### config.mk
export PLATFORM = sky130hd
export DESIGN_NAME = calc_button_debouncer
export DESIGN_NICKNAME = d
export VERILOG_FILES = /design/src/rtl/calc_button_debouncer.sv
export SDC_FILE = /design/constraint.sdc
export NUM_CORES = 1
export LEC_CHECK = 0
export ABC_AREA = 1
export CAP_MARGIN = 40
export CORE_MARGIN = 2
export CORE_UTILIZATION = 65
export CTS_BUF_LIST = sky130_fd_sc_hd__clkbuf_4
export DETAILED_ROUTE_END_ITERATION = 8
export HOLD_SLACK_MARGIN = 0.12
export PLACE_DENSITY = 0.95
export SYNTH_ARGS = -nofsm -noshare
export SYNTH_HDL_FRONTEND = slang
export SYNTH_SLANG_ARGS = --single-unit
### constraint.sdc
create_clock -name clk_i -period 7.4 [get_ports clk_i]
set_input_delay 1.48 -clock clk_i [delete_from_list [all_inputs] [get_ports clk_i]]
set_output_delay 1.48 -clock clk_i [all_outputs]
set_load 0.005 [all_outputs]
### src/rtl/calc_button_debouncer.sv
// rtl/calc_button_debouncer.sv - keypad debouncer producing one-cycle one-hot press events (optional CALC_BUTTON_REPEAT_EN auto-repeat)

package calc_pkg;
   // Keypad levels, one bit per key; num_0 is bit 0, on_off is the MSB.
   typedef struct packed {
      logic on_off;
      logic clear;
      logic equals;
      logic op_div;
      logic op_mul;
      logic op_sub;
      logic op_add;
      logic dot;
      logic num_9;
      logic num_8;
      logic num_7;
      logic num_6;
      logic num_5;
      logic num_4;
      logic num_3;
      logic num_2;
      logic num_1;
      logic num_0;
   } buttons_t;

   localparam int BtnOnOff = 17;
endpackage

module calc_button_debouncer #(
   parameter int DebounceCycles = 1000,
   parameter int RepeatDelay    = 500000,
   parameter int RepeatPeriod   = 100000
) (
   input  logic               clk_i,
   input  logic               rst_i,
   input  calc_pkg::buttons_t buttons_i,
   output calc_pkg::buttons_t buttons_o,
   output logic               pressed_o
);

   localparam int NB     = $bits(calc_pkg::buttons_t);
   localparam int MaxRep = (RepeatDelay > RepeatPeriod) ? RepeatDelay : RepeatPeriod;
   localparam int MaxCnt = (DebounceCycles > MaxRep) ? DebounceCycles : MaxRep;
   localparam int CntW   = $clog2(MaxCnt + 1);

   localparam logic [CntW-1:0] DebLast = CntW'(DebounceCycles - 1);
   localparam logic [CntW-1:0] CntMax  = '1;

   typedef enum logic [1:0] {
      S_IDLE,
      S_PRESS_WAIT,
      S_HELD,
      S_RELEASE_WAIT
   } state_t;

   logic [NB-1:0]   r_sync1;
   logic [NB-1:0]   r_sync2;
   state_t          r_state;
   logic [CntW-1:0] r_cnt;
   logic [NB-1:0]   r_cand;
   logic [NB-1:0]   r_out;

   logic [NB-1:0]   w_s;
   logic            w_one_hot;
   logic            w_zero;
   logic [CntW-1:0] w_cnt_inc;

   assign w_s       = r_sync2;
   assign w_one_hot = ($countones(w_s) == 1);
   assign w_zero    = (w_s == '0);
   // Counters hold at all-ones instead of wrapping back to zero.
   assign w_cnt_inc = (r_cnt == CntMax) ? r_cnt : r_cnt + 1'b1;

`ifdef CALC_BUTTON_REPEAT_EN
   logic [CntW-1:0] r_rep_cnt;
   logic            r_rep_first;
   logic [CntW-1:0] w_rep_last;
   logic [CntW-1:0] w_rep_inc;
   logic            w_rep_allowed;

   // First repeat waits the long delay, later ones use the shorter period.
   assign w_rep_last    = r_rep_first ? CntW'(RepeatDelay - 1) : CntW'(RepeatPeriod - 1);
   assign w_rep_inc     = (r_rep_cnt == CntMax) ? r_rep_cnt : r_rep_cnt + 1'b1;
   // The power key must never fire twice from one hold.
   assign w_rep_allowed = ~r_cand[calc_pkg::BtnOnOff];
`endif

   // Two-flop synchronizer for the asynchronous keypad levels.
   always_ff @(posedge clk_i) begin
      if (rst_i) begin
         r_sync1 <= '0;
         r_sync2 <= '0;
      end else begin
         r_sync1 <= buttons_i;
         r_sync2 <= r_sync1;
      end
   end

   // Shared debounce FSM: one accepted key at a time, one-cycle event pulse on acceptance.
   always_ff @(posedge clk_i) begin
      if (rst_i) begin
         r_state <= S_IDLE;
         r_cnt   <= '0;
         r_cand  <= '0;
         r_out   <= '0;
`ifdef CALC_BUTTON_REPEAT_EN
         r_rep_cnt   <= '0;
         r_rep_first <= 1'b1;
`endif
      end else begin
         r_out <= '0;
         case (r_state)
            S_IDLE: begin
               // Zero or several keys down: nothing to evaluate yet.
               if (w_one_hot) begin
                  r_cand  <= w_s;
                  r_cnt   <= '0;
                  r_state <= S_PRESS_WAIT;
               end
            end
            S_PRESS_WAIT: begin
               if (w_s != r_cand) begin
                  r_state <= S_IDLE;
               end else if (r_cnt == DebLast) begin
                  r_out   <= r_cand;
                  r_state <= S_HELD;
`ifdef CALC_BUTTON_REPEAT_EN
                  r_rep_cnt   <= '0;
                  r_rep_first <= 1'b1;
`endif
               end else begin
                  r_cnt <= w_cnt_inc;
               end
            end
            S_HELD: begin
               // Only a full release matters here; extra keys are ignored.
               if (w_zero) begin
                  r_cnt   <= '0;
                  r_state <= S_RELEASE_WAIT;
               end
`ifdef CALC_BUTTON_REPEAT_EN
               else if (w_rep_allowed) begin
                  if (r_rep_cnt == w_rep_last) begin
                     r_out       <= r_cand;
                     r_rep_cnt   <= '0;
                     r_rep_first <= 1'b0;
                  end else begin
                     r_rep_cnt <= w_rep_inc;
                  end
               end
`endif
            end
            S_RELEASE_WAIT: begin
               // Repeat counter is left untouched so a bounce back resumes it.
               if (!w_zero) begin
                  r_cnt   <= '0;
                  r_state <= S_HELD;
               end else if (r_cnt == DebLast) begin
                  r_state <= S_IDLE;
               end else begin
                  r_cnt <= w_cnt_inc;
               end
            end
            default: begin
               r_state <= S_IDLE;
            end
         endcase
      end
   end

   assign buttons_o = calc_pkg::buttons_t'(r_out);
   assign pressed_o = (r_state == S_HELD) || (r_state == S_RELEASE_WAIT);

endmodule
# Word-level counts from Yosys, hierarchy flattened
# Index checks and enable logic that the tools add are counted.
# op_classes
reduce_logical	7
bitwise	2
mux	14
add_sub_neg	18
eq_ne	12
# op_table
operator	n
$mux 19	6
$pmux 19 s4	1
$add 19x1->19 const B	1
$eq 19x10->1 const B	1
$eq 19x19->1 const B	1
$add 1x1->2	9
$logic_not 18->1	1
$ne 18x18->1	1
$add 2x2->3	4
$mux 2	6
$add 3x3->4	2
$pmux 2 s4	1
$add 5x2->6	1
$eq 6x1->1 const B	1
$ne 2x2->1 const B	3
$ne 3x3->1 const B	2
$add 4x4->5	1
$eq 2x2->1 const B	2
$reduce_and 4->1	1
$reduce_or 4->1	1
$reduce_and 3->1	1
$eq 2x1->1 const B	1
$logic_not 2->1	1
$not 1->1	2
other kinds (2)	2
# word_totals
output_inout_bits	19
input_bits	20
ff_bits	93
wordCells	59

# Logic depth before layout (Yosys ltp)
# depth
word_depth	8
ltp_mapped	23
mapped_depth_nobuf	22

# Worst setup path before layout
# OpenSTA, ideal clock, no wires.
# synth_path
path_type	reg-to-reg
startpoint	register r_sync2[5]
endpoint	register r_cnt[11]
synth_period_minus_slack_ns	4.589
t_arrival_ns	4.450
setup_slack_ns	2.811
path_buffers	1
setup_time_ns	0.139
required_ns	7.261
path_stages_with_launch	23
cell_sequence	dfxtp_1 > inv_2 > fa_1 > inv_1 > fa_1 > fa_1 > inv_1 > fa_1 > fa_1 > inv_1 > ha_1 > fa_1 > nand3b_1 > inv_1 > nand3_1 > nand2_1 > nand2_1 > nand2_2 > nand2_4 > clkinv_4 > buf_12 > nand2_2 > a21oi_2
# synth_between
elab_chain_len	8
elab_cells_between_ends	14
cone_classes	add/sub (5); eq/ne (5); mux (2); reduce/logical (2)
# synth_rtl
item	line_no	source
start, declared	57	logic [NB-1:0] r_sync2;
start signal, assigned	95	r_sync2 <= r_sync1;
$add 1x1->2 (implied by the code)	69	assign w_one_hot = ($countones(w_s) == 1);
$add 2x2->3 (implied by the code)	69	
$add 3x3->4 (implied by the code)	69	
$add 4x4->5 (implied by the code)	69	
$add 5x2->6 (implied by the code)	69	
$eq 6x1->1	69	
$ne 2x2->1 (no source line)	-	
$reduce_and 3->1 (no source line)	-	
end signal, assigned	132	r_cnt <= w_cnt_inc;
end signal, assigned	161	r_cnt <= w_cnt_inc;
end, declared	59	logic [CntW-1:0] r_cnt;
# Parallel ways exist; a longest one is shown, timed or not.
# A chain may end at the register's enable or synchronous reset.

# Final worst setup path
# layout_path
startpoint	register r_sync2[5]
endpoint	register r_cand[10]
# layout_between
elab_chain_len	7
# layout_rtl
item	line_no	source
$add 1x1->2 (implied by the code)	69	
$add 2x2->3 (implied by the code)	69	
$add 3x3->4 (implied by the code)	69	
$add 4x4->5 (implied by the code)	69	
$add 5x2->6 (implied by the code)	69	
$eq 6x1->1	69	
$reduce_and 2->1 (no source line)	-	
end signal, assigned	116	r_cand <= w_s;
end, declared	60	logic [NB-1:0] r_cand;
# No other way between the ends.

==> summary.md <==
| Metric | Value |
|---|---|
| Outcome | completed |
| Hold depth | 2 |
| CP Launch Type | register |
| # setup viols final | 0 |
| TNS Setup | 0 ns |
| Worst-Skew Late Latency | about 0.46 ns |
| Async set or reset register ratio after synthesis | 0% |
| Max_slew headroom | about 38% |
| Number of core rows | 31 |
| Port Buffers | 38 |
| Area delta synth->final | 11.5% |
| Fin crit share | between 70% and 80% |
| Drt initial violations | around 280 |
| Die width | between 80 and 90 um |
| Max-cap violation count | 0 |
| Crit path max fanout | 19 |
| Via density | around 5 |
| Fmax | 187 MHz |
| Nets | approximately 760 |
| Yosys reg bits | between 90 and 100 |
| RSZ-0062 raised after global routing | no |
| R2r worst-path depth | 16 |
| Die Span Y | 89.8 um |
| Setup Crit Path Kind | reg -> reg |
| Synthesized instance count | 683 |
| R2R Setup Slk | ~2 ns |
| Min-delay src | r_sync1[8] |
| Launching point of the worst reg2reg path | r_sync2[5] |
| Inserted Clock Buffers | 9 |
| Vias | about 4200 |
| Worst-margin pin slew | between 0.9 and 1 ns |
| Post-Syn Area | 4790 um2 |
| CTS tree | yes |
| Arrival time of the worst setup path | 5.72 ns |
| Post-cts sizing count | 0 |
| Worst vdd ir | 0.000216 V |
| Final WL | between 10000 and 15000 um |
| Final instance area | approximately 5300 um2 |
| PD cells | roughly 270 nW/um2 |
| DR pass1 iterations | 5 |
| Initial antenna violation count | 0 |
| Critical R2R Capture | r_cand[10] |
| First-pass GRT wire length | around 19000 um |
| Core area | 7180 um2 |
| Layout cell share with drive strength beyond 1 | 7.92% |
| # hold bufs at CTS | 0 |
| Vias in the first global route | 4127 |
| Antenna Cells | 0 |
| Total congestion overflow | 0 |
| Dpl cell area | between 5000 and 6000 um2 |
| Final core utilization | 74.4% |
| DP HPWL | approximately 8000 um |
| Number of flops mapped to enable cells by yosys | 0 |
| All-Layer GR Usage | 28.3% |
| Leak pwr | ~2.5 nW |
| Syn nets | between 700 and 800 |
| Clock root buffer | clkbuf_4 |
| Placement Setup Slack | between 2 and 2.5 ns |
| Final Hold Viols | 0 |
| Main synth FF type | dfxtp_1 |
| CTS Sinks | between 90 and 100 |
| Worst Hold Class | reg -> reg |
| Hold EP | r_sync2[8] |
| Placed cells | 803 |
| Clk buf depth | 2 |
| Post-synth cell types | 30 |
| Fin cells | ~800 |
| Worst Skew | approximately 0.019 ns |
| Die area | 8070 um2 |
| Critical Path RT | between 7 and 8 ns |
| Sequential cell area fraction in the yosys report | about two fifths |
| Setup Fix Bufs, Post-CTS | 0 |
| Initial core utilization | 66.7% |
| Hold Slack | ~0.41 ns |
| Tot Pwr | around 1.5 mW |
| Clock-pin slew on the worst setup and hold paths | ~0.15 ns |
| Largest net degree at the start of global routing | between 70 and 80 |
| Post-Syn Area per Cell | around 7 um2 |
| Routed Antenna Nets | 0 |
| Final worst slack | about 2.0 ns |
| DRC | 0 |
| Drt wl/cell | between 10 and 15 um |
| CP endpoint kind | register |
| Minimum clock period | between 5 and 6 ns |
| Final max-slew violation count | 0 |
| Synth warn | 0 |
| Routability cong. | roughly 0.89 |
| Ports | 39 |
| H-tree level count | 3 |
==> report_power, final <==
group	switching, mW	leakage, nW	internal, mW
registers	0.0435	0.760	0.565
logic	0.388	1.66	0.180
clock network	0.176	0.0774	0.109
total	0.607	2.49	0.854
==> cells by family after synthesis <==
logic type	Yosys count	share of synthesized area, %
compound gates	39	5.80
xor+xnor	12	2.19
fa+ha+maj	22	7.63
buf+inv	139	11.8
flops	93	38.9
simple gates	378	33.7
==> registers in the layout (all words and copies together) (netlist names) <==
| signal | cells |
|---|---|
| r_cnt | 19 |
| r_cand | 18 |
| r_sync2 | 18 |
| r_state | 2 |
| buttons_o | 18 |
| r_sync1 | 18 |
==> worst max path at each step <==
stage / from / endpoint / cells after the start
floorplan: r_sync2[5] / r_cnt[11] / 22
global placement: r_sync2[5] / r_cand[15] / 17
detailed placement: r_sync2[5] / r_cand[15] / 17
CTS: r_sync2[5] / r_cand[10] / 16
global route: r_sync2[5] / r_cand[10] / 17
finish: r_sync2[5] / r_cand[10] / 16
==> cell usage in the layout (no fill, tap or decap) <==
| cell type | count |
|---|---|
| clkinv_2 | 1 |
| nand2_1 | 168 |
| and2_1 | 1 |
| clkbuf_4 | 10 |
| xnor2_1 | 1 |
| inv_1 | 110 |
| nor2_1 | 125 |
| xor2_1 | 11 |
| clkinv_4 | 2 |
| fa_1 | 12 |
| nand3_4 | 1 |
| nand3_1 | 42 |
| nand2_2 | 11 |
| nor3_1 | 7 |
| clkdlybuf4s50_1 | 37 |
| nand4_1 | 14 |
| bufinv_16 | 1 |
| nand3b_4 | 1 |
| inv_2 | 8 |
| a211oi_1 | 18 |
| a21oi_2 | 10 |
| buf_2 | 1 |
| ha_1 | 10 |
| dfxtp_1 | 93 |
| nor2_2 | 2 |
| nand3_2 | 1 |
| nand3b_1 | 3 |
| o21ai_0 | 3 |
| clkinvlp_4 | 1 |
| inv_6 | 2 |
| a21oi_1 | 8 |
| buf_4 | 3 |
| nand2_4 | 2 |
==> layer usage <==
| layer | track usage (%) | up-vias | routed length [um] |
|---|---|---|---|
| met5 | 0 | - | 0 |
| met4 | 8.97 | 0 | 206 |
| met3 | 6.29 | 22 | 734 |
| met2 | 47.4 | 159 | 5210 |
| met1 | 36.8 | 1892 | 4770 |
| li1 | - | 2148 | - |
==> layout make-up <==
class	count	area (um2)
sequential	93	1860
clock inverter	6	68.8
tap	99	124
fill	548	1840
multi-input combinational	451	2360
timing repair buffer	41	398
inverter	119	452
clock buffer	10	75.1
==> synth_stat cells (2+ instances only) <==
cell | n | area share, %
nand2_1 | 168 | 13
nor2_1 | 125 | 9.8
inv_1 | 110 | 8.6
dfxtp_1 | 93 | 39
nand3_1 | 42 | 4.4
a211oi_1 | 18 | 2.8
nand4_1 | 14 | 1.8
clkbuf_1 | 13 | 1.0
fa_1 | 12 | 5.0
nand2_2 | 11 | 1.4
xor2_1 | 11 | 2.0
a21oi_2 | 10 | 1.8
ha_1 | 10 | 2.6
a21oi_1 | 8 | 0.84
inv_2 | 8 | 0.63
nor3_1 | 7 | 0.73
buf_2 | 3 | 0.31
nand3b_1 | 3 | 0.47
o21ai_0 | 3 | 0.31
buf_6 | 2 | 0.47
nand2_4 | 2 | 0.47
nor2_2 | 2 | 0.26
==> critical path: stages, from the launching register on <==
cell and delay (ns):
dfxtp_1 0.41, inv_2 0.08, fa_1 0.54, inv_1 0.05
fa_1 0.45, fa_1 0.51, inv_1 0.05, fa_1 0.45
fa_1 0.50, inv_1 0.06, ha_1 0.21, fa_1 0.42
nand3b_1 0.16, inv_1 0.07, nand4_1 0.61, buf_4 0.47
a211oi_1 0.23
Power figures use the tool's default switching activity.
